File: config.mk
export PLATFORM = sky130hd
export DESIGN_NAME = gate_sequencer
export DESIGN_NICKNAME = d
export VERILOG_FILES = /design/src/rtl/gate_sequencer.sv
export SDC_FILE = /design/constraint.sdc
export NUM_CORES = 1
export LEC_CHECK = 0
export CORE_ASPECT_RATIO = 1.1
export CORE_MARGIN = 1.5
export CORE_UTILIZATION = 45
export CTS_BUF_LIST = sky130_fd_sc_hd__clkbuf_4 sky130_fd_sc_hd__clkbuf_8
export CTS_CLUSTER_DIAMETER = 120
export DETAILED_ROUTE_END_ITERATION = 10
export PLACE_DENSITY_LB_ADDON = 0.1
export SETUP_SLACK_MARGIN = 0.02
export SLEW_MARGIN = 30
export SYNTH_ARGS = -nofsm -noshare
export SYNTH_HDL_FRONTEND = slang
export SYNTH_SLANG_ARGS = --single-unit
File: constraint.sdc
create_clock -name clk_i -period 3.5 [get_ports clk_i]
set_clock_uncertainty 0.1 [all_clocks]
set_input_delay 0.7 -clock clk_i [delete_from_list [all_inputs] [get_ports clk_i]]
set_output_delay 0.7 -clock clk_i [all_outputs]
set_load 0.02 [all_outputs]
File: src/rtl/gate_sequencer.sv
// gate_sequencer: power-gate sequencer for CH_NUM channels.
// Ramps gate enables up one channel at a time (LSB first) while start_i is
// high and back down in reverse order when it drops. Each step waits for the
// delay counter to reach gate_shift_i and for gate_sync_i to mirror gate_en_o.
//
// Optional feature macro: GATE_SEQ_TIMEOUT_EN -- adds an ack-wait counter and
// a FAULT state entered after TIMEOUT_CYC mismatching wait cycles.
//
// Ports:
//   clk_i         system clock, posedge
//   rst_i         asynchronous active-high reset
//   start_i       level request: 1 = ramp up / hold on, 0 = ramp down / off
//   gate_sync_i   per-channel ack from the power switches
//   gate_shift_i  inter-step delay in cycles, sampled live
//   gate_en_o     registered gate enables (thermometer code)
//   busy_o        high while ramping up or down
//   done_o        high while all channels are on
//   fault_o       high in FAULT (constant 0 without the macro)
module gate_sequencer #(
  parameter int unsigned CH_NUM      = 5,
  parameter int unsigned CNT_WIDTH   = 32,
  parameter int unsigned TIMEOUT_CYC = 65535
) (
  input  logic                 clk_i,
  input  logic                 rst_i,
  input  logic                 start_i,
  input  logic [CH_NUM-1:0]    gate_sync_i,
  input  logic [CNT_WIDTH-1:0] gate_shift_i,
  output logic [CH_NUM-1:0]    gate_en_o,
  output logic                 busy_o,
  output logic                 done_o,
  output logic                 fault_o
);

  typedef enum logic [2:0] {
    ST_IDLE,
    ST_RAMP_UP,
    ST_ON,
    ST_RAMP_DOWN
`ifdef GATE_SEQ_TIMEOUT_EN
    , ST_FAULT
`endif
  } state_e;

  state_e               state_q, state_d;
  logic [CH_NUM-1:0]    gate_en_q, gate_en_d;
  logic [CNT_WIDTH-1:0] cnt_q, cnt_d;
  logic                 busy_q, busy_d;
  logic                 done_q, done_d;
  logic                 delay_met, sync_ok, step_ok, step;

`ifdef GATE_SEQ_TIMEOUT_EN
  localparam int unsigned WCNT_W = (TIMEOUT_CYC < 2) ? 1 : $clog2(TIMEOUT_CYC + 1);
  logic [WCNT_W-1:0] wcnt_q, wcnt_d;
  logic              fault_q, fault_d;
  logic              timeout;
`endif

  assign delay_met = (cnt_q >= gate_shift_i);
  assign sync_ok   = (gate_sync_i == gate_en_q);
  assign step_ok   = delay_met && sync_ok;
`ifdef GATE_SEQ_TIMEOUT_EN
  assign timeout   = (wcnt_q == WCNT_W'(TIMEOUT_CYC));
`endif

  always_comb begin
    state_d   = state_q;
    gate_en_d = gate_en_q;
    step      = 1'b0;
    unique case (state_q)
      ST_IDLE: begin
        if (start_i) state_d = ST_RAMP_UP;
      end
      ST_RAMP_UP: begin
        // A dropped request wins over a step due in the same cycle.
        if (!start_i) begin
          state_d = ST_RAMP_DOWN;
`ifdef GATE_SEQ_TIMEOUT_EN
        end else if (timeout) begin
          state_d   = ST_FAULT;
          gate_en_d = '0;
`endif
        end else if (step_ok) begin
          if (gate_en_q != '1) begin
            // Shift form keeps CH_NUM=1 legal (no [CH_NUM-2:0] slice).
            gate_en_d = (gate_en_q << 1) | CH_NUM'(1);
            step      = 1'b1;
          end else begin
            state_d = ST_ON;
          end
        end
      end
      ST_ON: begin
        if (!start_i) state_d = ST_RAMP_DOWN;
      end
      ST_RAMP_DOWN: begin
`ifdef GATE_SEQ_TIMEOUT_EN
        if (timeout) begin
          state_d   = ST_FAULT;
          gate_en_d = '0;
        end else
`endif
        if (step_ok) begin
          if (gate_en_q != '0) begin
            gate_en_d = gate_en_q >> 1;
            step      = 1'b1;
          end else begin
            state_d = ST_IDLE;
          end
        end
      end
`ifdef GATE_SEQ_TIMEOUT_EN
      ST_FAULT: begin
        if (!start_i) state_d = ST_IDLE;
      end
`endif
      default: begin
        state_d   = ST_IDLE;
        gate_en_d = '0;
      end
    endcase

    if ((state_d != state_q) || step) cnt_d = '0;
    else if (cnt_q == '1)             cnt_d = cnt_q;
    else                              cnt_d = cnt_q + CNT_WIDTH'(1);

`ifdef GATE_SEQ_TIMEOUT_EN
    if ((state_d != state_q) || step)
      wcnt_d = '0;
    else if ((state_q == ST_RAMP_UP || state_q == ST_RAMP_DOWN) && delay_met && !sync_ok)
      wcnt_d = wcnt_q + WCNT_W'(1);
    else
      wcnt_d = wcnt_q;
    fault_d = (state_d == ST_FAULT);
`endif

    busy_d = (state_d == ST_RAMP_UP) || (state_d == ST_RAMP_DOWN);
    done_d = (state_d == ST_ON);
  end

  always_ff @(posedge clk_i or posedge rst_i) begin
    if (rst_i) begin
      state_q   <= ST_IDLE;
      gate_en_q <= '0;
      cnt_q     <= '0;
      busy_q    <= 1'b0;
      done_q    <= 1'b0;
`ifdef GATE_SEQ_TIMEOUT_EN
      wcnt_q    <= '0;
      fault_q   <= 1'b0;
`endif
    end else begin
      state_q   <= state_d;
      gate_en_q <= gate_en_d;
      cnt_q     <= cnt_d;
      busy_q    <= busy_d;
      done_q    <= done_d;
`ifdef GATE_SEQ_TIMEOUT_EN
      wcnt_q    <= wcnt_d;
      fault_q   <= fault_d;
`endif
    end
  end

  assign gate_en_o = gate_en_q;
  assign busy_o    = busy_q;
  assign done_o    = done_q;
`ifdef GATE_SEQ_TIMEOUT_EN
  assign fault_o   = fault_q;
`else
  assign fault_o   = 1'b0;
`endif

endmodule
# Word level (Yosys, flattened, before mapping)

Index checks and enable logic that the tools add are counted.
W data, S select, Z words.

$add $sub $neg: 1
Magnitude comparators: 1
Eq/ne operators: 16
Multiplexer cells: 22
Bitwise gates (word level): 1
Reduce and logical (&&, ||, !) cells: 7

Operators by type and width:

| kind                    | count |
|---|---|
| $mux W32                | 2 |
| $add A32 B1 Y32 const B | 1 |
| $eq A32 B32 Y1 const B  | 1 |
| $ge A32 B32 Y1          | 1 |
| $mux W5                 | 5 |
| $mux W3                 | 7 |
| $pmux W5 S3             | 1 |
| $eq A3 B2 Y1 const B    | 4 |
| $ne A2 B2 Y1 const B    | 6 |
| $pmux W3 S4             | 1 |
| $eq A3 B1 Y1 const B    | 2 |
| $reduce_and A6 Y1       | 1 |
| $eq A5 B5 Y1            | 1 |
| $mux W1                 | 5 |
| $ne A5 B5 Y1 const B    | 1 |
| $reduce_bool A5 Y1      | 1 |
| $logic_not A3 Y1        | 1 |
| $ne A3 B3 Y1            | 1 |
| $logic_or A1 B1 Y1      | 2 |
| $pmux W1 S2             | 1 |
| $reduce_or A2 Y1        | 1 |
| $logic_and A1 B1 Y1     | 1 |
| $not A1 Y1              | 1 |

Register bits after elaboration: 42
Input port bits: 40
Output and inout port bits: 8
Logic and storage cells: 53

# Depth between registers and ports, before layout

Depth in word-level cells: 8
Gate-level depth with buffers: 10
Mapped depth without buffers: 9

# Worst setup path before layout

Ideal clock, no wire load.

Path kind: input to register
From: in gate_shift_i[0]
To: reg cnt_q[8]
Setup time: 0.100 ns
Data arrival time: 2.724 ns
Data required time: 3.300 ns
Path slack: 0.576 ns
Stages: 9
Buffers on the path: 1
Path through: ha_1 nand2b_4 a2111oi_4 a2111oi_0 o31a_1 o31a_1 o21a_4 buf_6 nor4bb_1

Word-level cells in the longest chain between the ends: 8
Elaborated cells on any way between the ends: 14
Classes of those cells: order compare: 1; eq/ne: 2; mux: 9; reduce/logical: 2

Ends and longest elaborated chain:

| what                                               | line | RTL |
|---|---|---|
| from (decl)                                        | 28   | `input logic [CNT_WIDTH-1:0] gate_shift_i,` |
| $ge A32 B32 Y1 (*)                                 | 59   | `assign delay_met = (cnt_q >= gate_shift_i);` |
| $logic_and A1 B1 Y1 (*)                            | 61   | `assign step_ok = delay_met && sync_ok;` |
| $mux W3                                            | 83   | `end else if (step_ok) begin` |
| $mux W3                                            | 76   | `if (!start_i) begin` |
| $pmux W3 S4                                        | 70   | `unique case (state_q)` |
| $ne A3 B3 Y1                                       | 123  | `if ((state_d != state_q) \|\| step) cnt_d = '0;` |
| $logic_or A1 B1 Y1 (*)                             | 123  |  |
| $ne A2 B2 Y1 (no line) or $mux W32 (tied branches) | --   |  |
| to (signal assigned)                               | 155  | `cnt_q <= cnt_d;` |
| to (decl)                                          | 47   | `logic [CNT_WIDTH-1:0] cnt_q, cnt_d;` |

Every way passes the cells marked *; elsewhere a longest branch is shown, timed or not.
A chain may end at the register's enable or synchronous reset.

# Final worst setup path

From: in gate_shift_i[0]
To: reg cnt_q[12]

Same word-level chain as after synthesis.

==> flow_summary.rst <==
.. list-table::
   :header-rows: 1

   * - Metric
     - Value
   * - CTS Root Buffer Type
     - sky130_fd_sc_hd__clkbuf_8
   * - Top cell type's share of synthesized area
     - 32.4%
   * - Final layout net count
     - 481
   * - Netlist area before placement
     - 0.00324 mm²
   * - CTS tree
     - built
   * - CTS sink count
     - 42
   * - Detailed Routing Iterations Pass 1
     - 4
   * - Cts bufs inserted
     - 5
   * - Final weighted congestion of routability-driven global placement
     - 0.796
   * - Leakage Power
     - 1.76 nW
   * - Core Region
     - 0.00701 mm²
   * - Maximum cell stage delay along the critical path
     - 420 ps
   * - Final core utilization
     - 56.7%
   * - Cell with the biggest individual delay on the critical path
     - sky130_fd_sc_hd__clkdlybuf4s50_1
   * - Placement row count
     - 32
   * - CP most frequent cell
     - sky130_fd_sc_hd__o31a_1
   * - Final Cell Area
     - 0.00397 mm²
   * - Number of buffers and inverters on the critical path
     - 2
   * - Power per cell area
     - 299 mW/mm²
   * - Hold crit path type
     - flip-flop to flip-flop
   * - Layout fillers
     - 672
   * - Overall overflow remaining after global route
     - 0
   * - Data required time of the worst path
     - 3590 ps
   * - Largest driver fanout on the critical path
     - 15
   * - Wire length of the first global-routing pass
     - 12.8 mm
   * - Total count of hold-check failures in the final report
     - 0
   * - Maximum buffer depth of the clock tree
     - 2
   * - Vias
     - 2751
   * - # hold bufs at CTS
     - 0
   * - Number of enable flip-flop cells after synthesis
     - 0
   * - Clock-pin slew on the worst setup and hold paths
     - 80 ps
   * - Post-synthesis sequential area ratio
     - 32.4%
   * - Family with the most delay on the worst path
     - compound AO/OA/AOI/OAI gates
   * - Count of mapped cells out of synthesis
     - 355
   * - Clock network latency to the later pin of the worst-skew pair
     - 290 ps
   * - VDD IR-drop max
     - 239 µV
   * - Placed cell areas
     - 0.00385 mm²
   * - Synthesized area per cell
     - 9.13 µm²
   * - Pin count of the biggest net entering global routing
     - 43
   * - 1st-iter DRT viols
     - 92
   * - Final antenna-violating net count
     - 0
   * - Wire length after detailed routing
     - 7.18 mm
   * - Yosys synthesis warning count
     - 0
   * - Final routed wire length divided by cell count
     - 14.5 µm
   * - I/O pin cnt
     - 48
   * - Final instance count without filler cells
     - 494
   * - Top post-synthesis cells by area
     - sky130_fd_sc_hd__dfrtp_1 (32%), sky130_fd_sc_hd__ha_1 (13%), sky130_fd_sc_hd__xnor2_1 (6.5%)
   * - Maximum operating frequency
     - 308 MHz
   * - Async set or reset register ratio after synthesis
     - 100%
   * - Overall die width
     - 83.9 µm
   * - DP Wirelength
     - 5.35 mm
   * - H-Tree Depth
     - 2
   * - Remaining DRCs
     - 0
   * - Cell Count Post-Placement
     - 486
   * - Crit path arrival time
     - 3330 ps
   * - Max_cap viols
     - 0
   * - Setup repair after global routing missed its margin
     - false
   * - Crit path capture type
     - flip-flop
   * - Number of antenna violations at the first check in global routing
     - 0
   * - Number of global-route vias before repair
     - 2761
   * - Cell type with the highest aggregate area in the netlist
     - sky130_fd_sc_hd__dfrtp_1
   * - Remaining max-slew budget at the tightest pin
     - 61.9%
   * - #FFs+latches synth
     - 42
   * - Final worst-path cycle share
     - 92.7%
   * - Worst Max-Slew Pin Slew
     - 556 ps
   * - Post-CTS repair timing setup buffer count
     - 0
   * - Number of I/O port buffers
     - 46
   * - Layout cells sized above 1
     - 10.0%
   * - Count of cell types in the netlist
     - 45
   * - Ant. Diodes
     - 0
   * - Final number of max-transition violations
     - 0
   * - Layout-stage area growth over the synthesis result
     - 22.6%
   * - Category of the critical setup timing path
     - input port to flip-flop
   * - Die outline height
     - 92 µm
   * - Gr usage total
     - 20.3%
   * - Total of endpoints with negative setup slack in the final report
     - 0
   * - Via-per-instance ratio
     - 5.57
   * - Clock period minus worst slack
     - 3240 ps
   * - Chain of cells forming the critical path
     - clkdlybuf4s50_1, ha_1, nand2b_4, a2111oi_4, a2111oi_0, o31a_1, o31a_1, o21a_4, buf_12, nor4bb_1
   * - Crit start category
     - input port
   * - Die ar.
     - 0.00772 mm²
   * - Most common flop cell mapped by yosys
     - sky130_fd_sc_hd__dfrtp_1
   * - Effective utilization at floorplan
     - 46.3%
   * - Result of the run
     - finished clean
[logic make-up after synthesis]
| group | synth area share, % |
|---|---|
| other | 0.116 |
| buffers and inverters | 7.10 |
| AND/OR/NAND/NOR | 27.1 |
| multiplexers | 2.93 |
| adder cells (fa/ha/maj) | 12.7 |
| flip-flops | 32.4 |
| XOR/XNOR | 8.65 |
| AO/OA/AOI/OAI | 8.96 |
[metal layers]
metal	part of all wire [%]	GRT usage (%)	wire, µm	up-vias
li1	-	-	-	1388
met1	46	26.2	3330	1301
met2	48	35.4	3430	54
met3	4.2	2.79	304	8
met4	1.5	5.87	111	0
met5	0	0	0	-
[registers in the layout (all words and copies together), names as in the netlist]
register	count
cnt_q	32
busy_o	1
state_q	3
done_o	1
gate_en_o	5
[Yosys cell counts (3+ instances only)]
cell,count
sky130_fd_sc_hd__a21oi_1,17
sky130_fd_sc_hd__and3_1,4
sky130_fd_sc_hd__and4_1,6
sky130_fd_sc_hd__buf_6,3
sky130_fd_sc_hd__clkbuf_1,8
sky130_fd_sc_hd__dfrtp_1,42
sky130_fd_sc_hd__ha_1,33
sky130_fd_sc_hd__inv_1,41
sky130_fd_sc_hd__mux2_2,4
sky130_fd_sc_hd__mux2i_1,5
sky130_fd_sc_hd__nand2_1,21
sky130_fd_sc_hd__nand2b_1,4
sky130_fd_sc_hd__nand3_1,19
sky130_fd_sc_hd__nand4_1,12
sky130_fd_sc_hd__nor2_1,16
sky130_fd_sc_hd__nor3_1,13
sky130_fd_sc_hd__nor3b_1,3
sky130_fd_sc_hd__nor4_1,22
sky130_fd_sc_hd__nor4_2,10
sky130_fd_sc_hd__nor4bb_1,3
sky130_fd_sc_hd__o21ai_0,9
sky130_fd_sc_hd__xnor2_1,24
sky130_fd_sc_hd__xor2_1,8
[report_power, final]
| group | switching, mW | total (mW) | internal (mW) |
|---|---|---|---|
| sequential | 0.0199 | 0.518 | 0.498 |
| combinational | 0.144 | 0.272 | 0.128 |
| clock | 0.168 | 0.397 | 0.229 |
| total | 0.332 | 1.19 | 0.855 |
[worst register-to-register path: stages, from the launching register on]
cell	delay (ps)
sky130_fd_sc_hd__dfrtp_1	410
sky130_fd_sc_hd__inv_1	80
sky130_fd_sc_hd__ha_1	280
sky130_fd_sc_hd__nand2b_4	150
sky130_fd_sc_hd__a2111oi_4	320
sky130_fd_sc_hd__a2111oi_0	130
sky130_fd_sc_hd__o31a_1	290
sky130_fd_sc_hd__o31a_1	320
sky130_fd_sc_hd__o21a_4	250
sky130_fd_sc_hd__buf_12	150
sky130_fd_sc_hd__nor4bb_1	300
[cell type report]
cell class | count | area [µm²] | area share (%)
Inverter | 41 | 154 | 3.87
Clock inverter | 1 | 30.0 | 0.756
Sequential cell | 42 | 1050 | 26.5
Tap cell | 85 | 106 | 2.68
Clock buffer | 7 | 83.8 | 2.11
Timing Repair Buffer | 58 | 576 | 14.5
Multi-Input combinational cell | 260 | 1970 | 49.6
[layout by cell type, fill, tap and decap left out, drive strengths merged, types with 3 or more instances in the layout]
master,n
a21oi,17
and3,4
and4,6
buf,12
clkbuf,7
clkdlybuf4s50,46
dfrtp,42
ha,33
inv,41
mux2,4
mux2i,5
nand2,21
nand2b,5
nand3,19
nand4,12
nor2,16
nor3,13
nor3b,3
nor4,33
nor4bb,3
o21ai,9
xnor2,24
xor2,8
[what timing repair did]
item,4_1_cts,5_1_grt
endpoints found under the hold margin,0,0
setup endpoints to repair,0,2
resized for setup,0,2
[metrics by stage]
step	setup WS, ps	hold slack (ps)	power, mW	setup TNS, ps
after global placement	33.4	484	0.797	0
final	255	496	1.19	0
after global routing	74.5	530	1.25	0
after CTS	259	500	1.20	0
after detailed placement	-28.0	489	0.800	-57.0
after floorplan	576	444	0.693	0
[path summary, 6_finish.rpt]
kind,cells after the start,slack [ps],endpoint,startpoint
hold reg to reg,2,500,cnt_q[20]$_DFFE_PP0P_,cnt_q[20]$_DFFE_PP0P_
setup / recovery,10,260,cnt_q[12]$_DFFE_PP0P_,gate_shift_i[0]
min in group asynchronous,3,740,cnt_q[28]$_DFFE_PP0P_,rst_i
hold / removal,2,500,cnt_q[20]$_DFFE_PP0P_,cnt_q[20]$_DFFE_PP0P_
setup reg to reg,10,620,cnt_q[12]$_DFFE_PP0P_,cnt_q[0]$_DFFE_PP0P_
max in group asynchronous,3,2190,cnt_q[10]$_DFFE_PP0P_,rst_i
(Power assumes the default switching activity.)
